$ cat src/rtl/nonce_sequencer.sv
// Nonce search sequencer: loads an 80-byte header, issues sha256 attempts and
// steps the nonce until the digest meets the difficulty. Optional HASH_COUNTER_EN adds hash_count.
module nonce_sequencer #(
    parameter int unsigned NONCE_STRIDE = 1
) (
    input  logic         clk,
    input  logic         rst_n,
    input  logic         load_valid,
    input  logic [7:0]   load_data,
    output logic         load_ready,
    input  logic [7:0]   zbits,
    input  logic         run,
    input  logic         abort,
    output logic         sha_start,
    output logic [639:0] sha_block,
    input  logic [255:0] sha_hash,
    input  logic         sha_done,
    output logic         busy,
    output logic         found,
    output logic         exhausted,
    output logic [31:0]  found_nonce
`ifdef HASH_COUNTER_EN
    ,
    output logic [31:0]  hash_count
`endif
);

    // state     | meaning
    // S_IDLE    | accepting header bytes, waiting for run
    // S_ISSUE   | sha_start pulse for the current nonce
    // S_WAIT    | waiting for a fresh sha_done rising edge
    // S_CHECK   | compare digest LSBs against zbits
    // S_FOUND   | hit held until run/abort
    // S_EXHAUST | nonce space used up
    typedef enum logic [2:0] {
        S_IDLE, S_ISSUE, S_WAIT, S_CHECK, S_FOUND, S_EXHAUST
    } state_t;

    localparam logic [32:0] STRIDE33 = 33'(NONCE_STRIDE);

    state_t         state_q;
    logic [639:0]   blk_q;
    logic [6:0]     byte_cnt_q;
    logic           loaded_q;
    logic           sha_start_q;
    logic           busy_q;
    logic           found_q;
    logic           exhausted_q;
    logic [31:0]    found_nonce_q;
    logic           done_prev_q;

    logic [31:0]    nonce_cur_d;
    logic [32:0]    nonce_sum_d;
    logic           room_d;
    logic [255:0]   hit_mask_d;
    logic           hit_d;
    logic           done_rise_d;
    logic [9:0]     byte_msb_d;

    function automatic logic [31:0] swap32(input logic [31:0] x);
        return {x[7:0], x[15:8], x[23:16], x[31:24]};
    endfunction

    // The nonce lives in the last four header bytes, so it is kept only inside blk_q.
    always_comb begin
        nonce_cur_d = swap32(blk_q[31:0]);
        nonce_sum_d = {1'b0, nonce_cur_d} + STRIDE33;
        room_d      = ~nonce_sum_d[32];
        hit_mask_d  = (256'd1 << zbits) - 256'd1;
        hit_d       = ((sha_hash & hit_mask_d) == '0);
        done_rise_d = sha_done & ~done_prev_q;
        byte_msb_d  = 10'd639 - {byte_cnt_q, 3'b000};
    end

`ifdef HASH_COUNTER_EN
    logic [31:0] hash_count_q;
`endif

    always_ff @(posedge clk or negedge rst_n) begin
        if (!rst_n) begin
            state_q       <= S_IDLE;
            blk_q         <= '0;
            byte_cnt_q    <= '0;
            loaded_q      <= 1'b0;
            sha_start_q   <= 1'b0;
            busy_q        <= 1'b0;
            found_q       <= 1'b0;
            exhausted_q   <= 1'b0;
            found_nonce_q <= '0;
            done_prev_q   <= 1'b0;
`ifdef HASH_COUNTER_EN
            hash_count_q  <= '0;
`endif
        end else begin
            done_prev_q <= sha_done;
            sha_start_q <= 1'b0;
            if (abort) begin
                state_q     <= S_IDLE;
                busy_q      <= 1'b0;
                found_q     <= 1'b0;
                exhausted_q <= 1'b0;
            end else begin
                case (state_q)
                    S_IDLE: begin
                        if (load_valid) begin
                            blk_q[byte_msb_d -: 8] <= load_data;
                            if (byte_cnt_q == 7'd79) begin
                                byte_cnt_q <= '0;
                                loaded_q   <= 1'b1;
                            end else begin
                                byte_cnt_q <= byte_cnt_q + 7'd1;
                            end
                        end
                        if (run && loaded_q) begin
                            state_q     <= S_ISSUE;
                            sha_start_q <= 1'b1;
                            busy_q      <= 1'b1;
`ifdef HASH_COUNTER_EN
                            hash_count_q <= '0;
`endif
                        end
                    end
                    S_ISSUE: state_q <= S_WAIT;
                    S_WAIT: begin
                        if (done_rise_d) begin
                            state_q <= S_CHECK;
`ifdef HASH_COUNTER_EN
                            hash_count_q <= hash_count_q + 32'd1;
`endif
                        end
                    end
                    S_CHECK: begin
                        if (hit_d) begin
                            state_q       <= S_FOUND;
                            found_q       <= 1'b1;
                            found_nonce_q <= nonce_cur_d;
                            busy_q        <= 1'b0;
                        end else if (room_d) begin
                            blk_q[31:0] <= swap32(nonce_sum_d[31:0]);
                            state_q     <= S_ISSUE;
                            sha_start_q <= 1'b1;
                        end else begin
                            state_q     <= S_EXHAUST;
                            exhausted_q <= 1'b1;
                            busy_q      <= 1'b0;
                        end
                    end
                    S_FOUND: begin
                        if (run) begin
                            blk_q[31:0] <= swap32(nonce_sum_d[31:0]);
                            found_q     <= 1'b0;
                            state_q     <= S_ISSUE;
                            sha_start_q <= 1'b1;
                            busy_q      <= 1'b1;
                        end
                    end
                    S_EXHAUST: begin
                        if (run && room_d) begin
                            exhausted_q <= 1'b0;
                            state_q     <= S_ISSUE;
                            sha_start_q <= 1'b1;
                            busy_q      <= 1'b1;
                        end
                    end
                    default: state_q <= S_IDLE;
                endcase
            end
        end
    end

    assign load_ready  = (state_q == S_IDLE);
    assign sha_start   = sha_start_q;
    assign sha_block   = blk_q;
    assign busy        = busy_q;
    assign found       = found_q;
    assign exhausted   = exhausted_q;
    assign found_nonce = found_nonce_q;
`ifdef HASH_COUNTER_EN
    assign hash_count  = hash_count_q;
`endif

endmodule

$ cat config.mk
export PLATFORM = sky130hd
export DESIGN_NAME = nonce_sequencer
export DESIGN_NICKNAME = d
export VERILOG_FILES = /design/src/rtl/nonce_sequencer.sv
export SDC_FILE = /design/constraint.sdc
export NUM_CORES = 1
export LEC_CHECK = 0
export BUFFER_PORTS_ARGS = -buffer_cell sky130_fd_sc_hd__clkbuf_2
export CORE_MARGIN = 2
export CORE_UTILIZATION = 27
export DETAILED_ROUTE_END_ITERATION = 16
export GPL_TIMING_DRIVEN = 0
export SETUP_SLACK_MARGIN = 0.15
export SYNTH_ARGS = -nofsm -noshare
export SYNTH_HDL_FRONTEND = slang
export SYNTH_SLANG_ARGS = --single-unit
$ cat constraint.sdc
create_clock -name clk -period 5.2 [get_ports clk]
set_input_delay 1.04 -clock clk [delete_from_list [all_inputs] [get_ports clk]]
set_output_delay 1.04 -clock clk [all_outputs]
set_load 0.01 [all_outputs]
# Yosys cells after proc, flatten, opt, wreduce, memory -nomap -nowiden
# Index checks and enable logic that the tools add are counted.
[classes]
addsub = 5
eq_ne = 18
shift = 3
muxes = 38
n_bitwise = 5
reduce_logical = 16
[op_table]
columns = ["op", "n"]
rows = [
  ["variable shift 8 x 12 -> 647 bit, first input constant", 1],
  ["indexed part select 8 x 12 -> 647 bit", 1],
  ["bitwise mux 640 bit", 1],
  ["AND 256 bit", 1],
  ["zero test 256 bit", 1],
  ["left shift 1 x 8 -> 256 bit, first input constant", 1],
  ["subtractor 256 x 1 -> 256 bit, second input constant", 1],
  ["2-to-1 mux 32 bit", 4],
  ["case mux 32 bit (3 select lines)", 1],
  ["adder 32 x 1 -> 33 bit, second input constant", 1],
  ["2-to-1 mux 3 bit", 7],
  ["2-to-1 mux 1 bit", 19],
  ["!= test 3 bit, second input constant", 6],
  ["case mux 3 bit (6 select lines)", 1],
  ["negator 10 -> 12 bit", 1],
  ["AND reduction 4 bit", 3],
  ["subtractor 10 bit, first input constant", 1],
  ["AND reduction 3 bit", 3],
  ["nonzero test 3 bit", 3],
  ["!= test 2 bit, second input constant", 4],
  ["case mux 1 bit (4 select lines)", 2],
  ["adder 7 x 1 -> 7 bit, second input constant", 1],
  ["equality test 7 bit, second input constant", 1],
  ["2-to-1 mux 7 bit", 1],
  ["other kinds (13)", 19],
]
[totals]
register_bits = 688
in_bits = 278
out_inout_bits = 677
wordCells = 96

# Logic depth before layout (Yosys ltp)
[logic_depth]
word_depth = 7
mapped_depth = 23
depth_no_buf = 16

# Least setup slack after synthesis
# OpenSTA, ideal clock, no wires.
[synth_path]
path_type = "input port to flip-flop"
from = "input zbits[2]"
to = "register found_nonce_q[10], in the netlist found_nonce[10]"
setup_ps = 125
arrival_time_ps = 5832
required_ps = 5075
setup_slack_ps = -757
path_stages = 21
path_buffers = 5
path_cell_list = "buf_2 -> buf_4 -> buf_2 -> nor4_1 -> nand2_1 -> ha_1 -> o21ai_0 -> and3b_1 -> clkbuf_1 -> nand4_2 -> nor4_1 -> xnor2_1 -> and2_0 -> a2111o_1 -> a2111o_1 -> or4_1 -> nor4_2 -> nand2_2 -> nor3_4 -> buf_6 -> mux2_2"
[synth_via]
elab_chain_cells = 5
[synth_rtl]
columns = ["element", "line_no", "text"]
rows = [
  ["from (decl)", "11", "input logic [7:0] zbits,"],
  ["left shift 1 x 8 -> 256 bit", "69", "hit_mask_d = (256'd1 << zbits) - 256'd1;"],
  ["subtractor 256 x 1 -> 256 bit", "69", ""],
  ["AND 256 bit", "70", "hit_d = ((sha_hash & hit_mask_d) == '0);"],
  ["zero test 256 bit", "70", ""],
  ["AND reduction 3 bit (no line)", "-", ""],
  ["to (signal assigned)", "136", "found_nonce_q <= nonce_cur_d;"],
  ["to (decl)", "49", "logic [31:0] found_nonce_q;"],
]
# No other way between the ends.
# A chain may end at the register's enable or synchronous reset.

# Worst setup path in the final report
[layout_path]
from = "input zbits[4]"
to = "register found_nonce_q[9], in the netlist found_nonce[9]"
# Same word-level chain as after synthesis.

==> out/metrics.yaml <==
status: "finished with violations"
failed_checks: "setup timing"
rows: 135
worst-setup-path-type: "primary input to flip-flop"
syn-instance-count: 4197
internal-power_uw: 10200
h-tree-depth: 3
gp_routability_congestion: 1.08
dieArea_mm2: 0.139
dieWidth_um: 373
ys_ff_latch: 688
layout-drive-gt1-share_pct: 36.8
p_comb_share_pct: 26.4
rr_worst_depth: 9
die_h_um: 373
rsz0062_at_grt: "yes"
avgSynthCellArea_um2: 8.76
tightestPinTransition_ns: 1.28
clk_pin_slew_worst_paths_ns: 0.06
p_leak_uw: 0.0250
fin_skew_ns: 0.0731
start_util_pct: 27.2
vdd_drop_max_mv: 0.244
start_kind: "primary input"
worstSetupEndpointType: "flip-flop"
routed_wl_mm: 277
synth.distinct_cells: 103
min_from: "sha_done"
grt_pass1_vias: 40700
cp.arrival_ns: 6.57
hp-class: "primary input to flip-flop"
ant_nets: 0
synth_area_mm2: 0.0368
ys.flop_type: "dfrtp_1"
relSlewSlack_pct: 14.3
cp.required_ns: 5.78
synthToLayoutAreaGrowth_pct: 45.2
multiInputGateArea_mm2: 0.0211
period_needed_ns: 5.99
drc: 0
finalHoldViolations: 0
ff2ff_setup_slack_ns: 0.72
clockBufferDepth: 3
synth_edf_count: 0
worstReg2RegStart: "state_q[0]"
hold_depth: 1
cp_max_fo: 10
drt-pass1-iter-count: 9
maxCapViolations: 0
p_total_uw: 15700
boundaryPins: 955
clkSinkCount: 688
track_usage_pct: 38.3
cts_tree: "built"
dp_cells: 6955
ys_warn_count: 0
max_freq_ghz: 0.167
drv_slew: 0
coreArea_mm2: 0.135
fin_ws_ns: -0.794
final_cells: 7390
seqPwrFrac_pct: 36.0
vias_per_cell: 5.95
min_period_over_period_pct: 115
min_to: "done_prev_q"
grt_pass1_wl_mm: 365
r2r-end: "sha_block[404]"
grt_max_degree: 109
pwr_density_cell_mw_per_mm2: 294
post_drt_wl_per_cell_um: 37.5
drt_iter0_drc: 5661
switching_power_uw: 5500
yosysSeqAreaShare_pct: 46.8
dpl-instance-area_mm2: 0.0450
numCtsBuffers: 78
port_buffers: 949
clock-root-buffer: "clkbuf_16"
hold-worst-slack_ns: 0.471
n_fill_cell: 13800
nNetsFinal: 5822
finalInstanceArea_mm2: 0.0534
grt_antenna_before_repair: 23
clockPowerShare_pct: 37.6
synthesis.nets: 4486
hpwl_mm: 221
async_flop_share_pct: 100
grt_overflow: 0
vias: 44000
clk_latency_ns: 0.71
final-seq-area_mm2: 0.0172
switching_share_pct: 35.0
setup_viol: 70
## critical path, stage by stage
cell	delay, ns
buf_4	0.19
buf_8	0.17
buf_8	0.17
buf_6	0.18
buf_6	0.21
and4b_2	0.33
a22oi_2	0.31
o21ai_0	0.16
or3_4	0.44
or4_4	0.51
nor2_1	0.14
xnor2_1	0.22
a222oi_1	0.61
and3_1	0.27
o21ai_2	0.13
nor4_4	0.28
buf_6	0.18
nand2_4	0.07
nor3_4	0.19
buf_4	0.14
buf_6	0.12
clkbuf_16	0.15
mux2_4	0.29
## cells by family (layout without fill, tap and decap cells)
group | after synthesis | after routing | share of synthesized area (%)
compound gates | 1048 | 1048 | 17.1
other cells | 0 | 14 | 0
flops | 688 | 688 | 46.8
simple gates | 1897 | 1897 | 25.7
buf+inv | 328 | 1726 | 3.92
mux | 117 | 117 | 3.54
fa+ha+maj | 11 | 11 | 0.374
xor+xnor | 108 | 108 | 2.57
## layer usage
layer | up-vias | part of all wire, % | global-route usage (%) | wire length (um)
met5 | - | 0.071 | 0 | 196
met2 | 3145 | 42 | 56.0 | 116000
met3 | 864 | 11 | 13.3 | 31100
met4 | 18 | 8.1 | 25.2 | 22500
met1 | 22100 | 39 | 47.5 | 107000
li1 | 17900 | - | - | -
## layout by cell type, fill, tap and decap left out, drive strengths merged, types with 13 or more instances in the layout
cell	instances
inv	52
nor2b	13
nand2	888
a31oi	13
and2	27
a22oi	34
buf	386
nor4bb	18
o211ai	16
xnor2	82
o22ai	78
and3	46
or4	20
a21oi	71
nand4b	27
nor2	234
or2	49
and4	16
nor4	77
diode	14
a2111oi	13
xor2	26
nand3	159
nor4b	20
mux2i	14
a22o	31
nor3b	14
o21ai	617
or3	33
clkinv	14
nor3	81
a211oi	16
o2111ai	22
dfrtp	688
nand4	90
nand4bb	18
mux2	103
clkbuf	1262
o31ai	32
or4b	17
## flip-flops by register name (all words and copies together), names as in the netlist
signal / count
sha_block: 640
found_nonce: 32
byte_cnt_q: 7
state_q: 3
busy: 1
done_prev_q: 1
exhausted: 1
found: 1
loaded_q: 1
sha_start: 1
## power by group through the flow
stage | Clock [uW] | Combinational [uW] | Sequential (uW)
detailed placement | 0 | 3490 | 5740
floorplan | 0 | 1510 | 5760
global placement | 0 | 3450 | 5740
finish | 5900 | 4150 | 5650
CTS | 5950 | 3850 | 5640
global route | 6180 | 4200 | 5660
## how the worst max path moves through the flow
| stage | slack [ns] | endpoint | start |
|---|---|---|---|
| 6_report | -0.79 | found_nonce[9] | zbits[4] |
| 2_1_floorplan | -0.26 | found_nonce[10] | zbits[3] |
| 3_3_place_gp | -13.35 | found_nonce[26] | rst_n |
| 3_5_place_dp | -4.17 | found_nonce[28] | zbits[7] |
| 4_1_cts | -0.55 | found_nonce[15] | zbits[0] |
| 5_1_grt | -0.73 | found_nonce[21] | zbits[2] |
## stage by stage
stage	utilization, %	setup TNS, ns	setup slack, ns
finish	39.5	-49.92	-0.794
global route	39.4	-43.87	-0.730
CTS	38.3	-30.71	-0.548
detailed placement	33.2	-281.66	-4.17
global placement	32.8	-9475.92	-13.35
floorplan	-	-10.95	-0.264
## area by class of cell
class,instances,share of cell area [%]
inverters,52,0.389
clock inverters,26,0.886
diodes,14,0.0656
multi-input cells,3181,39.5
well taps,1781,4.17
flip-flops and latches,688,32.2
clock buffers,116,4.30
plain buffers,270,3.99
repair buffers,1262,14.5
## repair_timing
action                     CTS  global route
pin swaps                  114            75
setup endpoints to repair   70            89
buffers inserted           189            86
cloned                       0             9
hold buffers                 0             0
resized for setup          558           157
## Yosys cell counts (68+ instances only)
master | number | area [um^2]
a21oi_1 | 71 | 355
clkbuf_1 | 202 | 758
dfrtp_1 | 688 | 17200
mux2_2 | 96 | 1080
nand2_1 | 887 | 3330
nand3_1 | 158 | 791
nand4_1 | 89 | 557
nor2_1 | 234 | 878
nor3_1 | 78 | 390
nor4_1 | 68 | 425
o21ai_0 | 617 | 3090
o22ai_1 | 78 | 488
xnor2_1 | 82 | 718
Power figures use the tool's default switching activity.
